===== config.mk =====
export PLATFORM = sky130hd
export DESIGN_NAME = instr_fetch_ctrl
export DESIGN_NICKNAME = d
export VERILOG_FILES = /design/src/rtl/instr_fetch_ctrl_pkg.sv /design/src/rtl/instr_fetch_ctrl.sv
export SDC_FILE = /design/constraint.sdc
export NUM_CORES = 1
export LEC_CHECK = 0
export CELL_PAD_IN_SITES_DETAIL_PLACEMENT = 0
export CELL_PAD_IN_SITES_GLOBAL_PLACEMENT = 1
export CORE_MARGIN = 2
export CORE_UTILIZATION = 27
export DETAILED_ROUTE_END_ITERATION = 8
export MAX_ROUTING_LAYER = met4
export PLACE_DENSITY_LB_ADDON = 0.1
export SLEW_MARGIN = 10
export SYNTH_ARGS = -nofsm -noshare
export SYNTH_HDL_FRONTEND = slang
export SYNTH_SLANG_ARGS = --single-unit

===== constraint.sdc =====
create_clock -name clk -period 1.5 [get_ports clk]
set_clock_uncertainty 0.1 [all_clocks]
set_input_delay 0.3 -clock clk [delete_from_list [all_inputs] [get_ports clk]]
set_output_delay 0.3 -clock clk [all_outputs]
set_load 0.01 [all_outputs]

===== src/rtl/instr_fetch_ctrl_pkg.sv =====
// rtl/instr_fetch_ctrl_pkg.sv - shared PC adder select codes and fetch state encoding
package instr_fetch_ctrl_pkg;

  localparam logic [1:0] PC_PLUS_4    = 2'b00;
  localparam logic [1:0] PC_PLUS_IMM  = 2'b01;
  localparam logic [1:0] RS1_PLUS_IMM = 2'b10;
  localparam logic [1:0] PC_PLUS_0    = 2'b11;

  typedef enum logic [1:0] {
    ST_FETCH = 2'b00,
    ST_WAIT  = 2'b01,
    ST_DROP  = 2'b10,
    ST_HOLD  = 2'b11
  } fetch_state_e;

endpackage


===== src/rtl/instr_fetch_ctrl.sv =====
// rtl/instr_fetch_ctrl.sv - PC register owner, single-outstanding imem fetch, IF/ID holding register
module instr_fetch_ctrl
  import instr_fetch_ctrl_pkg::*;
#(
  parameter logic [31:0] RESET_PC = 32'h0000_0000
) (
  input  logic        clk,
  input  logic        rst,
  output logic [31:0] pc,
  output logic [1:0]  pc_src,
  input  logic [31:0] next_pc,
  input  logic        redirect_valid,
  input  logic        redirect_jalr,
  output logic        imem_req_valid,
  input  logic        imem_req_ready,
  output logic [31:0] imem_req_addr,
  input  logic        imem_rsp_valid,
  input  logic [31:0] imem_rsp_data,
  output logic        if_valid,
  input  logic        if_ready,
  output logic [31:0] if_instr,
  output logic [31:0] if_pc
);

  fetch_state_e state_q, state_d;
  logic [31:0]  pc_q, pc_d;
  logic [31:0]  if_instr_q, if_instr_d;
  logic [31:0]  if_pc_q, if_pc_d;

  always_ff @(posedge clk) begin
    if (rst) begin
      state_q <= ST_FETCH;
    end else begin
      state_q <= state_d;
    end
  end

  always_comb begin
    state_d = state_q;
    case (state_q)
      ST_FETCH: begin
        // A redirect without acceptance just retargets the still-unaccepted request.
        if (imem_req_ready) begin
          state_d = redirect_valid ? ST_DROP : ST_WAIT;
        end
      end
      ST_WAIT: begin
        if (imem_rsp_valid) begin
          state_d = redirect_valid ? ST_FETCH : ST_HOLD;
        end else if (redirect_valid) begin
          state_d = ST_DROP;
        end
      end
      ST_DROP: begin
        if (imem_rsp_valid) begin
          state_d = ST_FETCH;
        end
      end
      ST_HOLD: begin
        if (redirect_valid || if_ready) begin
          state_d = ST_FETCH;
        end
      end
      default: state_d = ST_FETCH;
    endcase
  end

  always_comb begin
    pc_src         = PC_PLUS_0;
    imem_req_valid = 1'b0;
    if_valid       = 1'b0;
    if (!rst) begin
      imem_req_valid = (state_q == ST_FETCH);
      if_valid       = (state_q == ST_HOLD);
      if (redirect_valid) begin
        pc_src = redirect_jalr ? RS1_PLUS_IMM : PC_PLUS_IMM;
      end else if (state_q == ST_HOLD && if_ready) begin
        pc_src = PC_PLUS_4;
      end
    end
  end

  always_comb begin
    pc_d       = rst ? RESET_PC : next_pc;
    if_instr_d = if_instr_q;
    if_pc_d    = if_pc_q;
    if (rst) begin
      if_instr_d = 32'h0;
      if_pc_d    = 32'h0;
    end else if (state_q == ST_WAIT && imem_rsp_valid && !redirect_valid) begin
      if_instr_d = imem_rsp_data;
      if_pc_d    = pc_q;
    end
  end

  always_ff @(posedge clk) begin
    pc_q       <= pc_d;
    if_instr_q <= if_instr_d;
    if_pc_q    <= if_pc_d;
  end

  assign pc            = pc_q;
  assign imem_req_addr = pc_q;
  assign if_instr      = if_instr_q;
  assign if_pc         = if_pc_q;

endmodule


# Word level (Yosys, flattened, before mapping)

Cells that the tools add are included.
Widths: inputs -> output; s select.

Word-level logic and storage cells: 32
Flip-flop bits (word level): 98
Output and inout bits: 132
Bits of input ports: 71

Reductions and logical operators: 7
Muxes and demuxes: 14
Eq/ne operators: 7

Operators by type and width:

| kind               | count |
|---|---|
| $mux 2             | 11 |
| $pmux 2 s4         | 1 |
| $ne 2x2->1 const B | 3 |
| $eq 2x2->1 const B | 2 |
| $reduce_and 4->1   | 1 |
| $logic_and 1x1->1  | 3 |
| $ne 3x3->1 const B | 1 |
| $eq 2x1->1 const B | 1 |
| $logic_not 2->1    | 1 |
| $mux 1             | 2 |
| $logic_not 1->1    | 1 |
| $logic_or 1x1->1   | 1 |

# Depth between registers and ports, before layout

Gate-level depths: netlist (run 1).

Word-level depth: 5
Mapped depth: 6
Depth with buffers taken out: 3

# Least setup slack after synthesis (run 1)

Ideal clock, no wire load.

Path kind: input port to output port
Start: in rst
End: out imem_req_valid
Path buffers: 2
Arrival: 0.929 ns
Stages: 3
Setup slack: 0.171 ns
Required time: 1.100 ns
Cells stage by stage: buf_2 > buf_1 > nor3_1

Word-level cells in the longest chain between the ends: 1

RTL lines:

| item        | RTL line               | text |
|---|---|---|
| from (decl) | instr_fetch_ctrl.sv:8  | `input logic rst,` |
| $mux 1      | instr_fetch_ctrl.sv:72 | `if (!rst) begin` |
| to (decl)   | instr_fetch_ctrl.sv:14 | `output logic imem_req_valid,` |

No other way between the ends.

# Worst setup path in the final report (run 1)

Start: reg state_q[1]
End: out pc_src[0]

Word-level cells in the longest chain between the ends: 5

RTL lines:

| item                   | RTL line               | text |
|---|---|---|
| from (decl)            | instr_fetch_ctrl.sv:25 | `fetch_state_e state_q, state_d;` |
| from (signal assigned) | instr_fetch_ctrl.sv:34 | `state_q <= state_d;` |
| $eq 2x2->1             | instr_fetch_ctrl.sv:77 | `end else if (state_q == ST_HOLD && if_ready) begin` |
| $logic_and 1x1->1      | instr_fetch_ctrl.sv:77 |  |
| $mux 2                 | instr_fetch_ctrl.sv:77 |  |
| $mux 2                 | instr_fetch_ctrl.sv:75 | `if (redirect_valid) begin` |
| $mux 2                 | instr_fetch_ctrl.sv:72 |  |
| to (decl)              | instr_fetch_ctrl.sv:10 | `output logic [1:0] pc_src,` |

No other way between the ends.

==> results of run 1 <==
[cells in the mapped netlist]
master / count / area share (%)
a2bb2oi_1: 1 / 0.24
a21o_1: 2 / 0.41
nor4b_1: 1 / 0.24
nor2b_1: 32 / 5.4
nand4bb_1: 1 / 0.31
nand2b_1: 1 / 0.17
nand4b_1: 1 / 0.24
nor3_1: 3 / 0.41
a2111oi_2: 1 / 0.41
a221o_1: 1 / 0.27
dfxtp_1: 98 / 53
nor2_1: 3 / 0.31
and4bb_1: 1 / 0.34
inv_1: 1 / 0.10
buf_4: 33 / 6.7
nand2_1: 131 / 13
nand3_1: 1 / 0.14
buf_6: 3 / 0.92
o21ai_0: 1 / 0.14
buf_2: 9 / 1.2
buf_1: 2 / 0.20
a21oi_1: 33 / 4.5
clkbuf_1: 7 / 0.71
a21oi_2: 31 / 7.4
buf_8: 6 / 2.4
[per-layer routing]
metal | wire [µm] | GRT usage, % | vias to the layer above
met5 | 0 | - | -
met4 | 182 | 6.54 | 0
met3 | 856 | 4.81 | 11
met2 | 4430 | 21.3 | 130
met1 | 4320 | 17.0 | 1398
li1 | - | - | 1598
[sequential cells by signal (all words and copies together) (netlist names)]
signal,count
if_instr,32
if_pc,32
imem_req_addr,32
state_q,2
[worst paths after layout]
| check | start | to | cells past startpoint |
|---|---|---|---|
| max | state_q[1] | pc_src[0] | 3 |
| min | rst | if_pc[6] | 2 |
| max reg2reg | state_q[1] | if_instr[9] | 5 |
| min reg2reg | if_instr[23] | if_instr[23] | 2 |
[cells by family (layout without fill, tap and decap cells)]
family,count (synthesis),after routing,synth area share (%)
AO/OA/AOI/OAI,70,70,13.3
buffers and inverters,61,237,12.4
flip-flops,98,98,53.4
AND/OR/NAND/NOR,175,175,21.0
[area by class of cell]
cell class                      instances  area (µm²)
Sequential cell                        98        1970
Timing Repair Buffer                  220        2040
Clock buffer                           11         233
Fill cell                            1389        7480
Tap cell                              176         220
Inverter                                1        3.75
Multi-Input combinational cell        245        1290
Clock inverter                          5        55.1
[worst max-delay path, cell delays in order, from the launching register on]
cell      delay, ns
dfxtp_4        0.36
nand4b_1       0.14
a21o_1         0.20
buf_2          0.13
[through the flow]
stage | TNS (ns) | instances | instance area, µm²
after floorplan | 0 | 404 | 3680
after global placement | -24.70 | 738 | 5670
after detailed placement | -26.69 | 738 | 5670
after CTS | -0.219 | 754 | 5780
after global routing | -0.317 | 756 | 5820
final | -0.122 | 756 | 5820
[power groups by stage]
stage | logic (mW) | clock network, mW | registers, mW
after CTS | 0.602 | 2.34 | 2.72
after detailed placement | 0.678 | 0 | 2.78
final | 0.604 | 2.24 | 2.72
after floorplan | 0.261 | 0 | 2.80
after global routing | 0.653 | 2.45 | 2.73
after global placement | 0.679 | 0 | 2.78
[repair_timing]
item / 4_1_cts / 5_1_grt
resized for setup: 148 / 7
setup buffers: 0 / 2
endpoints found under the setup margin: 196 / 59
pin swaps: 2 / 4
==> metrics.csv, run 1 <==
stage,metric,value,unit
sta,rsz0062_at_grt,yes,
power_and_ir_drop,peakVddDrop,546,µV
job,cap_violations,0,
logic_synthesis,ys_warn_count,0,
critical_path,cp_data_required_time,1.10,ns
placed_design,post-place-ws,-0.521,ns
cells_and_area,final_common_cell,nand2_1,
sta,slew_viol_final,0,
run_status,status,"complete, but fails checks",
logic_synthesis,syn_avg_cell_area,9.10,µm²
cts,clock_latency,0.34,ns
critical_path,start_kind,register,
critical_path,worstSetupPathType,reg -> out,
logic_synthesis,syn_inst,404,
sta,worst_slew_pin_slew,0.353,ns
sta,max_freq,640,MHz
routing,via_count,3137,
sta,max-slew-margin-rel,76.1,%
cells_and_area,fin_nets,646,
routing,drtIter0Drc,116,
placed_design,port_buffers,202,
floorplanning,rows,42,
power_and_ir_drop,combPwrFrac,10.9,%
routing,wl_per_cell,12.9,µm
sta,setup_viol,3,
grt,track_usage,14.1,%
cts,clk_pin_slew,0.06,ns
critical_path,crit_fanout,4,
floorplanning,die_height,121,µm
routing,drt_wl_total,9.79,mm
logic_synthesis,yosysSeqAreaShare,53.4,%
floorplanning,core,13300,µm²
floorplanning,ioPinCount,203,
cells_and_area,final_cell_mix,"nand2_1 (131), dlygate4sd2_1 (130), dfxtp_1 (96)",
grt,grt_pass1_wl,15.5,mm
cells_and_area,layout-drive-gt1-share,12.9,%
grt,grt_max_degree,68,
cells_and_area,fin_util,43.8,%
cells_and_area,area_growth,58.2,%
cts,cts_buffer_depth,2,
routing,drt_first_pass_iters,4,
routing,postRouteAntennaNets,0,
sta,fin_crit,1.56,ns
logic_synthesis,synth_area,3680,µm²
cts,htree_levels,3,
sta,finalHoldViolCount,0,
power_and_ir_drop,leakage,2.56,nW
run_status,violations,negative setup slack,
cells_and_area,antenna_cells,0,
power_and_ir_drop,total_power,5.56,mW
critical_path,rrSetupSlack,0.07,ns
floorplanning,die_w,121,µm
critical_path,end_kind,output pin,
cts,cts-buffers-inserted,9,
cts,root_buffer,clkbuf_16,
routing,drc,0,
floorplanning,initial_core_util,27.7,%
logic_synthesis,post_synth_num_cell_types,25,
grt,antenna_found_initial,0,
critical_path,arrival,1.16,ns
grt,grt_pass1_vias,3047,
power_and_ir_drop,p_clk_share,40.3,%
logic_synthesis,synth_nets,475,
floorplanning,dieArea,14600,µm²
grt,overflow,0,
power_and_ir_drop,p_int,4.31,mW
placed_design,dp.final_hpwl,6.83,mm
power_and_ir_drop,switching_share,22.4,%
cts,ctsHoldBuffers,0,
sta,final.period_utilization,104,%
power_and_ir_drop,p_seq_share,48.8,%
power_and_ir_drop,power_density,956,nW/µm²
placed_design,place_congestion,0.749,
cts,clock_sinks,98,
routing,avgViaCountPerCell,4.15,
logic_synthesis,ys_seq_elements,98,
power_and_ir_drop,p_sw,1.25,mW
sta,hold_ws,0.104,ns
cts,cts_tree,built,
worst_hold_path,hold_path.class,in -> reg,
sta,setup_slack,-0.0621,ns
(Power assumes the default switching activity.)
==> run 2, diff against run 1 <==
Settings changed: CORE_ASPECT_RATIO set to 0.9, RECOVER_POWER set to 100, SETUP_SLACK_MARGIN set to 0.05.
==> run 2 against run 1 <==
The flow still finishes with violations (negative setup slack). Die area barely moved. Sequential share of layout area fell by 4.4 points. Critical path type is now in -> out. Fmax rose by 0.35%. Design area rose by 15%. Setup slack improved by 0.0055 ns. Clock-buffer cell count fell by 1. Sequential power barely moved. Non-clock buffer count rose by 23.
==> metrics.csv, run 2 (synthesis gave the netlist of run 1 again) <==
stage,metric,value,unit,change
critical_path,start_kind,primary input,,
power_and_ir_drop,combPwrFrac,12.0,%,+1.1 points
routing,via_count,3334,,+6.3%
critical_path,rrSetupSlack,-0.03,ns,-0.10 ns
cells_and_area,final_cell_mix,"dlygate4sd2_1 (118), dfxtp_1 (96), clkdlybuf4s50_1 (66)",,
critical_path,arrival,1.16,ns,about the same
routing,drt_first_pass_iters,4,,unchanged
power_and_ir_drop,switching_share,22.4,%,-0.073 points
sta,setup_viol,38,,+35
routing,drc,0,,unchanged
sta,fin_crit,1.56,ns,-0.00552 ns
cts,clk_pin_slew,0.06,ns,about the same
placed_design,dp.final_hpwl,6.98,mm,+2.2%
cells_and_area,finalNonFillerCells,771,,+2.0%
worst_hold_path,hold_path.class,reg -> reg,,
grt,grt_max_degree,58,,-15%
sta,finalHoldViolCount,0,,unchanged
grt,overflow,0,,unchanged
placed_design,post-place-ws,-0.526,ns,-0.00542 ns
cts,clock_latency,0.35,ns,about the same
floorplanning,core,13300,µm²,+0.13%
power_and_ir_drop,total_power,5.90,mW,+6.1%
cts,htree_levels,3,,unchanged
placed_design,place_congestion,0.734,,-2.1%
power_and_ir_drop,p_seq_share,46.2,%,-2.6 points
cells_and_area,area_growth,82.1,%,
cells_and_area,n_fill_cell,1272,,-8.4%
cts,cts_tree,built,,
run_status,status,"complete, but fails checks",,
critical_path,cp_data_required_time,1.10,ns,about the same
power_and_ir_drop,power_density,881,nW/µm²,-7.9%
run_status,violations,negative setup slack,,
power_and_ir_drop,p_sw,1.32,mW,+5.7%
grt,track_usage,16.9,%,+2.7 points
sta,rsz0062_at_grt,yes,,
routing,postRouteAntennaNets,0,,unchanged
cts,cts-buffers-inserted,9,,unchanged
floorplanning,die_height,115,µm,-5.0%
power_and_ir_drop,p_clk_share,41.8,%,+1.5 points
placed_design,dpl-instance-area,5660,µm²,about the same
floorplanning,dieArea,14600,µm²,about the same
power_and_ir_drop,leakage,2.81,nW,+9.8%
sta,setup_slack,-0.0565,ns,+0.00552 ns
routing,drtIter0Drc,113,,-2.6%
sta,hold_ws,0.354,ns,+0.250 ns
floorplanning,initial_core_util,27.6,%,-0.036 points
cells_and_area,fin_util,50.3,%,+6.5 points
sta,tns,-0.617,ns,-0.495 ns
placed_design,port_buffers,202,,unchanged
critical_path,end_kind,output pin,,
power_and_ir_drop,p_int,4.58,mW,+6.2%
routing,wl_per_cell,15.1,µm,+17%
routing,avgViaCountPerCell,4.32,,+4.2%
cts,root_buffer,clkbuf_16,,
sta,final.period_utilization,104,%,-0.37 points
cells_and_area,fin_nets,669,,+3.6%
cells_and_area,final_common_cell,dlygate4sd2_1,,
critical_path,worstSetupPathType,in -> out,,
floorplanning,die_w,127,µm,+5.2%
floorplanning,ioPinCount,203,,unchanged
sta,worst_slew_pin_slew,0.502,ns,+0.149 ns
power_and_ir_drop,peakVddDrop,751,µV,+38%
sta,max_freq,642,MHz,+0.35%
placed_design,place_inst,731,,-0.95%
cts,clock_sinks,98,,unchanged
grt,antenna_found_initial,0,,unchanged
cells_and_area,design_area,6700,µm²,+15%
floorplanning,rows,40,,-4.8%
routing,drt_wl_total,11.7,mm,+19%
critical_path,crit_fanout,2,,-2
sta,slew_viol_final,0,,unchanged
job,cap_violations,0,,unchanged
sta,max-slew-margin-rel,66.6,%,-9.6 points
cells_and_area,layout-drive-gt1-share,31.7,%,+19 points
grt,grt_pass1_wl,18.1,mm,+17%
cells_and_area,antenna_cells,0,,unchanged
cts,cts_buffer_depth,2,,unchanged
grt,grt_pass1_vias,3343,,+9.7%
[run 2: worst max-delay path: stages]
cell	delay, ns
clkdlybuf4s50_1	0.41
nand2b_1	0.14
a21o_1	0.17
buf_2	0.13
[run 2: path summary, 6_finish.rpt]
path                      start           end  depth (start not counted)
hold / removal     if_instr[15]  if_instr[15]                          2
setup reg to reg     state_q[1]  if_instr[10]                          8
hold reg to reg    if_instr[15]  if_instr[15]                          2
setup / recovery  redirect_jalr     pc_src[1]                          4
[run 2: layout make-up]
cell class / instances / area [µm²] / area share, %
timing repair buffer: 243 / 2450 / 36.5
inverter: 1 / 3.75 / 0.0561
tap: 168 / 210 / 3.14
clock buffer: 10 / 239 / 3.57
multi-input combinational: 245 / 1750 / 26.1
clock inverter: 6 / 80.1 / 1.20
sequential: 98 / 1970 / 29.4
[run 2: power groups by stage]
| stage | combinational (mW) | sequential [mW] | clock (mW) |
|---|---|---|---|
| floorplan | 0.261 | 2.80 | 0 |
| global placement | 0.681 | 2.78 | 0 |
| detailed placement | 0.680 | 2.78 | 0 |
| CTS | 0.715 | 2.73 | 2.56 |
| global route | 0.758 | 2.73 | 2.68 |
| finish | 0.706 | 2.73 | 2.47 |
[run 2: layer usage]
metal  up-vias  routed length, µm  global-route usage [%]
met3         9                930                    6.45
met4         0                112                    4.40
met5         -                  0                       -
met1      1545               5020                    19.9
met2       128               5610                    27.2
li1       1652                  -                       -
[run 2: repair_timing]
item / CTS / global route
setup buffers: 16 / 1
setup endpoints to repair: 197 / 106
gates resized for setup: 288 / 81
hold buffers: 0 / 0
pin swaps: 91 / 16
gates cloned: 11 / 0
